[src/rtl/vera_fx_pkg.sv]
// Shared VERA FX datapath types: the per-op control bundle carried down the MAC pipe
// and helpers giving the signed saturation bounds of an accumulator width.
package vera_fx_pkg;

  localparam int SEL_MAX_W = 8;
  localparam int CONST_W   = 128;

  typedef struct packed {
    logic                 is_signed;
    logic                 mult_enabled;
    logic                 reset_accum;
    logic                 accumulate;
    logic                 add_or_sub;
    logic [SEL_MAX_W-1:0] sel;
  } mac_op_t;

  // Bit patterns of the most positive / most negative value of an acc_w-bit signed number.
  function automatic logic [CONST_W-1:0] acc_max(input int acc_w);
    return (CONST_W'(1) << (acc_w - 1)) - CONST_W'(1);
  endfunction

  function automatic logic [CONST_W-1:0] acc_min(input int acc_w);
    return CONST_W'(1) << (acc_w - 1);
  endfunction

endpackage

[src/rtl/mult_accum_sat.sv]
// Combinational ACC_W add/subtract with signed-overflow detection and optional clamping
// to the signed ACC_W range.
module mult_accum_sat
  import vera_fx_pkg::*;
#(
  parameter int ACC_W    = 32,
  parameter int SATURATE = 0
) (
  input  logic [ACC_W-1:0] acc,
  input  logic [ACC_W-1:0] term,
  input  logic             sub,
  output logic [ACC_W-1:0] result,
  output logic             ovf
);

  localparam logic [ACC_W-1:0] MAX_V = ACC_W'(acc_max(ACC_W));
  localparam logic [ACC_W-1:0] MIN_V = ACC_W'(acc_min(ACC_W));

  logic [ACC_W-1:0] raw;

  // On overflow the true result always carries the sign of acc, which picks the clamp rail.
  always_comb begin
    raw = sub ? (acc - term) : (acc + term);
    if (sub) begin
      ovf = (acc[ACC_W-1] != term[ACC_W-1]) && (raw[ACC_W-1] != acc[ACC_W-1]);
    end else begin
      ovf = (acc[ACC_W-1] == term[ACC_W-1]) && (raw[ACC_W-1] != acc[ACC_W-1]);
    end
    result = raw;
    if ((SATURATE != 0) && ovf) begin
      result = acc[ACC_W-1] ? MIN_V : MAX_V;
    end
  end

endmodule

[src/rtl/mult_accum_pipe.sv]
// Three-stage pipelined multiply-accumulate with NUM_ACC independent accumulators,
// valid/ready flow control, optional saturation and per-accumulator sticky overflow.
module mult_accum_pipe
  import vera_fx_pkg::*;
#(
  parameter int  DATA_W   = 16,
  parameter int  ACC_W    = 32,
  parameter int  NUM_ACC  = 2,
  parameter int  SATURATE = 0,
  localparam int SEL_W    = (NUM_ACC > 1) ? $clog2(NUM_ACC) : 1
) (
  input  logic              clk,
  input  logic              rst_n,
  input  logic              in_valid,
  output logic              in_ready,
  input  logic [DATA_W-1:0] input_a,
  input  logic [DATA_W-1:0] input_b,
  input  logic [SEL_W-1:0]  acc_sel,
  input  logic              is_signed,
  input  logic              mult_enabled,
  input  logic              reset_accum,
  input  logic              accumulate,
  input  logic              add_or_sub,
  output logic              out_valid,
  input  logic              out_ready,
  output logic [ACC_W-1:0]  output_acc,
  output logic [SEL_W-1:0]  out_sel,
  output logic              overflow
);

  // Handshake: an op transfers on a clk edge where in_valid & in_ready; a result transfers
  // where out_valid & out_ready. The whole pipe advances together only when the output
  // register is empty or being drained (adv); in_ready is held low until the first edge after reset.
  logic ready_q, adv, accept;

  logic              s1_valid;
  logic [DATA_W-1:0] s1_a, s1_b;
  mac_op_t           s1_op, in_op;

  logic              s2_valid;
  logic [ACC_W-1:0]  s2_term;
  mac_op_t           s2_op;

  logic [ACC_W-1:0]  acc_q [NUM_ACC];
  logic [NUM_ACC-1:0] ovf_q;

  assign adv      = !out_valid || out_ready;
  assign in_ready = adv && ready_q;
  assign accept   = in_valid && in_ready;

  always_comb begin
    in_op              = '0;
    in_op.is_signed    = is_signed;
    in_op.mult_enabled = mult_enabled;
    in_op.reset_accum  = reset_accum;
    in_op.accumulate   = accumulate;
    in_op.add_or_sub   = add_or_sub;
    in_op.sel          = SEL_MAX_W'(acc_sel);
  end

  // S1: operand and control capture.
  always_ff @(posedge clk or negedge rst_n) begin
    if (!rst_n) begin
      ready_q  <= 1'b0;
      s1_valid <= 1'b0;
      s1_a     <= '0;
      s1_b     <= '0;
      s1_op    <= '0;
    end else begin
      ready_q <= 1'b1;
      if (adv) begin
        s1_valid <= accept;
        if (accept) begin
          s1_a  <= input_a;
          s1_b  <= input_b;
          s1_op <= in_op;
        end
      end
    end
  end

  // One multiplier serves both modes: operands are sign- or zero-extended before the multiply.
  logic [2*DATA_W-1:0] ext_a, ext_b, prod;
  logic [ACC_W-1:0]    term_d;

  always_comb begin
    ext_a = {{DATA_W{s1_op.is_signed & s1_a[DATA_W-1]}}, s1_a};
    ext_b = {{DATA_W{s1_op.is_signed & s1_b[DATA_W-1]}}, s1_b};
    prod  = ext_a * ext_b;
    if (!s1_op.mult_enabled) begin
      term_d = ACC_W'({s1_b, s1_a});
    end else if (s1_op.is_signed) begin
      term_d = ACC_W'($signed(prod));
    end else begin
      term_d = ACC_W'(prod);
    end
  end

  // S2: term register.
  always_ff @(posedge clk or negedge rst_n) begin
    if (!rst_n) begin
      s2_valid <= 1'b0;
      s2_term  <= '0;
      s2_op    <= '0;
    end else if (adv) begin
      s2_valid <= s1_valid;
      if (s1_valid) begin
        s2_term <= term_d;
        s2_op   <= s1_op;
      end
    end
  end

  logic [SEL_W-1:0] sel_idx;
  logic             in_range, ovf_cur, sum_ovf;
  logic [ACC_W-1:0] acc_cur, sum;

  always_comb begin
    sel_idx  = s2_op.sel[SEL_W-1:0];
    in_range = (s2_op.sel < SEL_MAX_W'(NUM_ACC));
    acc_cur  = '0;
    ovf_cur  = 1'b0;
    if (in_range) begin
      acc_cur = acc_q[sel_idx];
      ovf_cur = ovf_q[sel_idx];
    end
  end

  mult_accum_sat #(
    .ACC_W   (ACC_W),
    .SATURATE(SATURATE)
  ) u_sat (
    .acc   (acc_cur),
    .term  (s2_term),
    .sub   (s2_op.add_or_sub),
    .result(sum),
    .ovf   (sum_ovf)
  );

  // S3: accumulator read-modify-write and output register; an out-of-range select yields 0.
  always_ff @(posedge clk or negedge rst_n) begin
    if (!rst_n) begin
      for (int i = 0; i < NUM_ACC; i++) acc_q[i] <= '0;
      ovf_q      <= '0;
      out_valid  <= 1'b0;
      output_acc <= '0;
      out_sel    <= '0;
      overflow   <= 1'b0;
    end else if (adv) begin
      out_valid <= s2_valid;
      if (s2_valid) begin
        out_sel <= sel_idx;
        if (!in_range || s2_op.reset_accum) begin
          output_acc <= '0;
          overflow   <= 1'b0;
          if (in_range) begin
            acc_q[sel_idx] <= '0;
            ovf_q[sel_idx] <= 1'b0;
          end
        end else if (s2_op.accumulate) begin
          acc_q[sel_idx] <= sum;
          ovf_q[sel_idx] <= ovf_cur | sum_ovf;
          output_acc     <= sum;
          overflow       <= ovf_cur | sum_ovf;
        end else begin
          acc_q[sel_idx] <= s2_term;
          output_acc     <= s2_term;
          overflow       <= ovf_cur;
        end
      end
    end
  end

endmodule

[config.mk]
export PLATFORM = sky130hd
export DESIGN_NAME = mult_accum_pipe
export DESIGN_NICKNAME = d
export VERILOG_FILES = /design/src/rtl/vera_fx_pkg.sv /design/src/rtl/mult_accum_sat.sv /design/src/rtl/mult_accum_pipe.sv
export SDC_FILE = /design/constraint.sdc
export NUM_CORES = 1
export LEC_CHECK = 0
export BUFFER_PORTS_ARGS = -buffer_cell sky130_fd_sc_hd__buf_2
export CAP_MARGIN = 5
export CORE_MARGIN = 3
export CORE_UTILIZATION = 40
export CTS_CLUSTER_DIAMETER = 120
export CTS_CLUSTER_SIZE = 25
export DETAILED_ROUTE_END_ITERATION = 6
export HOLD_SLACK_MARGIN = 0.06
export RECOVER_POWER = 100
export SYNTH_ARGS = -nofsm -noshare
export SYNTH_HDL_FRONTEND = slang
export SYNTH_HIERARCHICAL = 1
export SYNTH_SLANG_ARGS = --single-unit
[constraint.sdc]
create_clock -name clk -period 19.1 [get_ports clk]
set_clock_uncertainty 0.15 [all_clocks]
set_input_delay 1.91 -clock clk [delete_from_list [all_inputs] [get_ports clk]]
set_output_delay 1.91 -clock clk [all_outputs]
set_load 0.01 [all_outputs]
==> impl_metrics.env <==
export IMPL_outcome="finished, violations left"
export IMPL_violations="max-capacitance violations, max-slew violations"
export IMPL_num_vias=14630
export IMPL_place_area_mm2=0.02134
export IMPL_crit_chain="clkbuf_1, clkbuf_1"
export IMPL_path_clk_slew_ps=70
export IMPL_synth_most_common_cell="inv_1"
export IMPL_ys_warn_count=6
export IMPL_reg2reg_slack_ps=11580
export IMPL_finalSetupViolations=0
export IMPL_hp_start="s1_op[0]$_DFFE_PN0P_"
export IMPL_r2r_cells=23
export IMPL_cts_num_sinks=178
export IMPL_slowest_delay_ps=4300
export IMPL_maxSlewHeadroom_pct=-315.7
export IMPL_max_freq_mhz=104.1
export IMPL_post_cts_buffers=0
export IMPL_antenna_found_initial=0
export IMPL_clk_latency_ps=480
export IMPL_yosys_register_bits=178
export IMPL_hold_depth=2
export IMPL_cts_buffers=17
export IMPL_port_buffers=77
export IMPL_grt_overflow=0
export IMPL_synth_area_mm2=0.02046
export IMPL_avgViaCountPerCell=5.236
export IMPL_io_pins=78
export IMPL_min_to="s2_op[0]$_DFFE_PN0P_"
export IMPL_hpwl_um=39120
export IMPL_slew_violations=366
export IMPL_finalHoldViolCount=0
export IMPL_cpLargestDelayFamily="buffers and inverters"
export IMPL_die_w_um=232.2
export IMPL_path_common_cell="clkbuf_1"
export IMPL_place_ws_ps=11980
export IMPL_startpoint_type="input port"
export IMPL_grt_usage_pct=20.22
export IMPL_synthCells=2119
export IMPL_crit_path_end_kind="async pin"
export IMPL_layout_drive_gt1_share_pct=9.708
export IMPL_cts_resized=0
export IMPL_synth_area_leaders="fa_1 28%, dfrtp_1 22%, ha_1 7.0%, inv_1 6.1%, mux2_2 5.7%"
export IMPL_dieArea_mm2=0.05390
export IMPL_drcViolationCount=0
export IMPL_num_antenna_cells=0
export IMPL_h_tree_depth=4
export IMPL_ys_flop_type="dfrtp_1"
export IMPL_initial_core_util_pct=40.61
export IMPL_grt_pass1_vias=15940
export IMPL_synth_edf_count=0
export IMPL_async_flop_share_pct=100.0
export IMPL_worst_slew_pin_slew_ps=6236
export IMPL_core_area_mm2=0.05038
export IMPL_hold_buffers=0
export IMPL_place_congestion=0.8895
export IMPL_critical_path_max_fanout=110
export IMPL_final_area_mm2=0.02177
export IMPL_r2r_start="s1_a[15]$_DFFE_PN0P_"
export IMPL_arrival_ps=8980
export IMPL_cts_root_buf="clkbuf_16"
export IMPL_ys_top_cells_by_count="333 x inv_1, 283 x fa_1, 232 x nand2_1, 178 x dfrtp_1, 129 x and2_1"
export IMPL_period_share_pct=50.29
export IMPL_rsz0062_at_grt="false"
export IMPL_rows=82
export IMPL_syn_nets=2558
export IMPL_ant_nets=0
export IMPL_path_class="input port to async pin"
export IMPL_die_h_um=232.2
export IMPL_cts_tree="done"
export IMPL_worstPathRequired_ps=18480
export IMPL_wirelength_um=51440
export IMPL_r2r_end="s2_term[30]$_DFFE_PN0P_"
export IMPL_grt_max_degree=111
export IMPL_clk_path_buf_depth=2
export IMPL_synth_distinct_cells=70
export IMPL_seq_area_frac_synth_pct=21.77
export IMPL_final_setup_tns_ps=0
export IMPL_grt_pass1_wl_um=85700
export IMPL_synth_top_area_share_pct=27.69
export IMPL_nNetsFinal=2548
export IMPL_path_buf_inv=2
export IMPL_syn2layout_area_growth_pct=6.391
export IMPL_slowest_stage="clkbuf_1"
export IMPL_first_iter_violations=741
export IMPL_wl_per_cell_um=18.41
export IMPL_fin_ws_ps=9495
export IMPL_yosysTopAreaCell="fa_1"
export IMPL_synth_area_per_cell_um2=9.655
export IMPL_first_pass_iters=5
export IMPL_worst_hold_path_type="flop to flop"
export IMPL_layout_min_cycle_time_ps=9605
export IMPL_drv_cap=7
-- kinds of logic (layout without fill, tap and decap cells) --
| family | after synthesis | in the layout | share of synthesized area, % |
|---|---|---|---|
| other | 1 | 1 | 0.01833 |
| flip-flops | 178 | 178 | 21.77 |
| AO/OA/AOI/OAI | 291 | 291 | 9.877 |
| XOR/XNOR | 101 | 101 | 4.360 |
| AND/OR/NAND/NOR | 540 | 540 | 12.50 |
| multiplexers | 156 | 156 | 8.262 |
| adder cells (fa/ha/maj) | 397 | 397 | 34.66 |
| buffers and inverters | 455 | 458 | 8.549 |
-- routing by layer --
layer | GRT usage [%] | share of wire, % | vias up
met4 | 5.868 | 2.3 | 0
met5 | 0 | 0 | -
met2 | 34.23 | 48 | 333
li1 | - | - | 6713
met1 | 26.55 | 44 | 7512
met3 | 3.570 | 4.9 | 72
-- layout make-up --
cell class	count	area, um^2
clock buffers	20	456.7
flip-flops and latches	178	4456
multi-input cells	1486	14200
clock inverters	12	120.1
well taps	672	840.8
inverters	333	1250
fillers	4891	28610
repair buffers	93	440.4
-- cell usage in the layout, fill, tap and decap left out, types with 14 or more instances in the layout --
cell and count:
xor2_1 23, and3_1 14, dfrtp_1 177, mux2_2 102, a22o_1 64, buf_2 40
nand3_1 14, ha_1 114, a21oi_1 77, fa_1 283, mux2i_1 53, and2_1 124
nand2_1 232, o21ai_0 53, nor2_1 100, inv_1 333, clkbuf_16 17, a21o_1 23
xnor2_1 77, clkbuf_1 43
-- sequential cells by signal, summed over array words and instances (netlist names), 2 cells and up --
name and flops:
acc_q 64, output_acc 32, s2_term 32, s1_a 16
s1_b 16, s1_op 6, s2_op 4, ovf_q 2
-- worst max-delay path by stage --
stage | from | end | slack (ps) | cells after the start
after global routing | rst_n | s2_op[9]$_DFFE_PN0P_ | 7830 | 2
after detailed placement | s1_a[15]$_DFFE_PN0P_ | s2_term[24]$_DFFE_PN0P_ | 11980 | 23
after global placement | s1_a[15]$_DFFE_PN0P_ | s2_term[31]$_DFFE_PN0P_ | 12150 | 21
after floorplan | s1_a[15]$_DFFE_PN0P_ | s2_term[24]$_DFFE_PN0P_ | 12860 | 25
final | rst_n | s2_op[9]$_DFFE_PN0P_ | 9490 | 2
after CTS | s1_a[15]$_DFFE_PN0P_ | s2_term[24]$_DFFE_PN0P_ | 11990 | 23
-- metrics by stage --
stage / utilization, % / hold WS (ps) / instances
detailed placement: 42.37 / 312.7 / 2762
global route: 43.21 / 358.6 / 2794
global placement: 42.37 / 307.6 / 2762
finish: 43.21 / 331.5 / 2794
CTS: 43.51 / 327.7 / 2794
floorplan: - / 282.5 / 2119
Power is left out: the tool's default activity adds up to more than one toggle a clock period on the data nets, which glitch-free logic cannot reach.
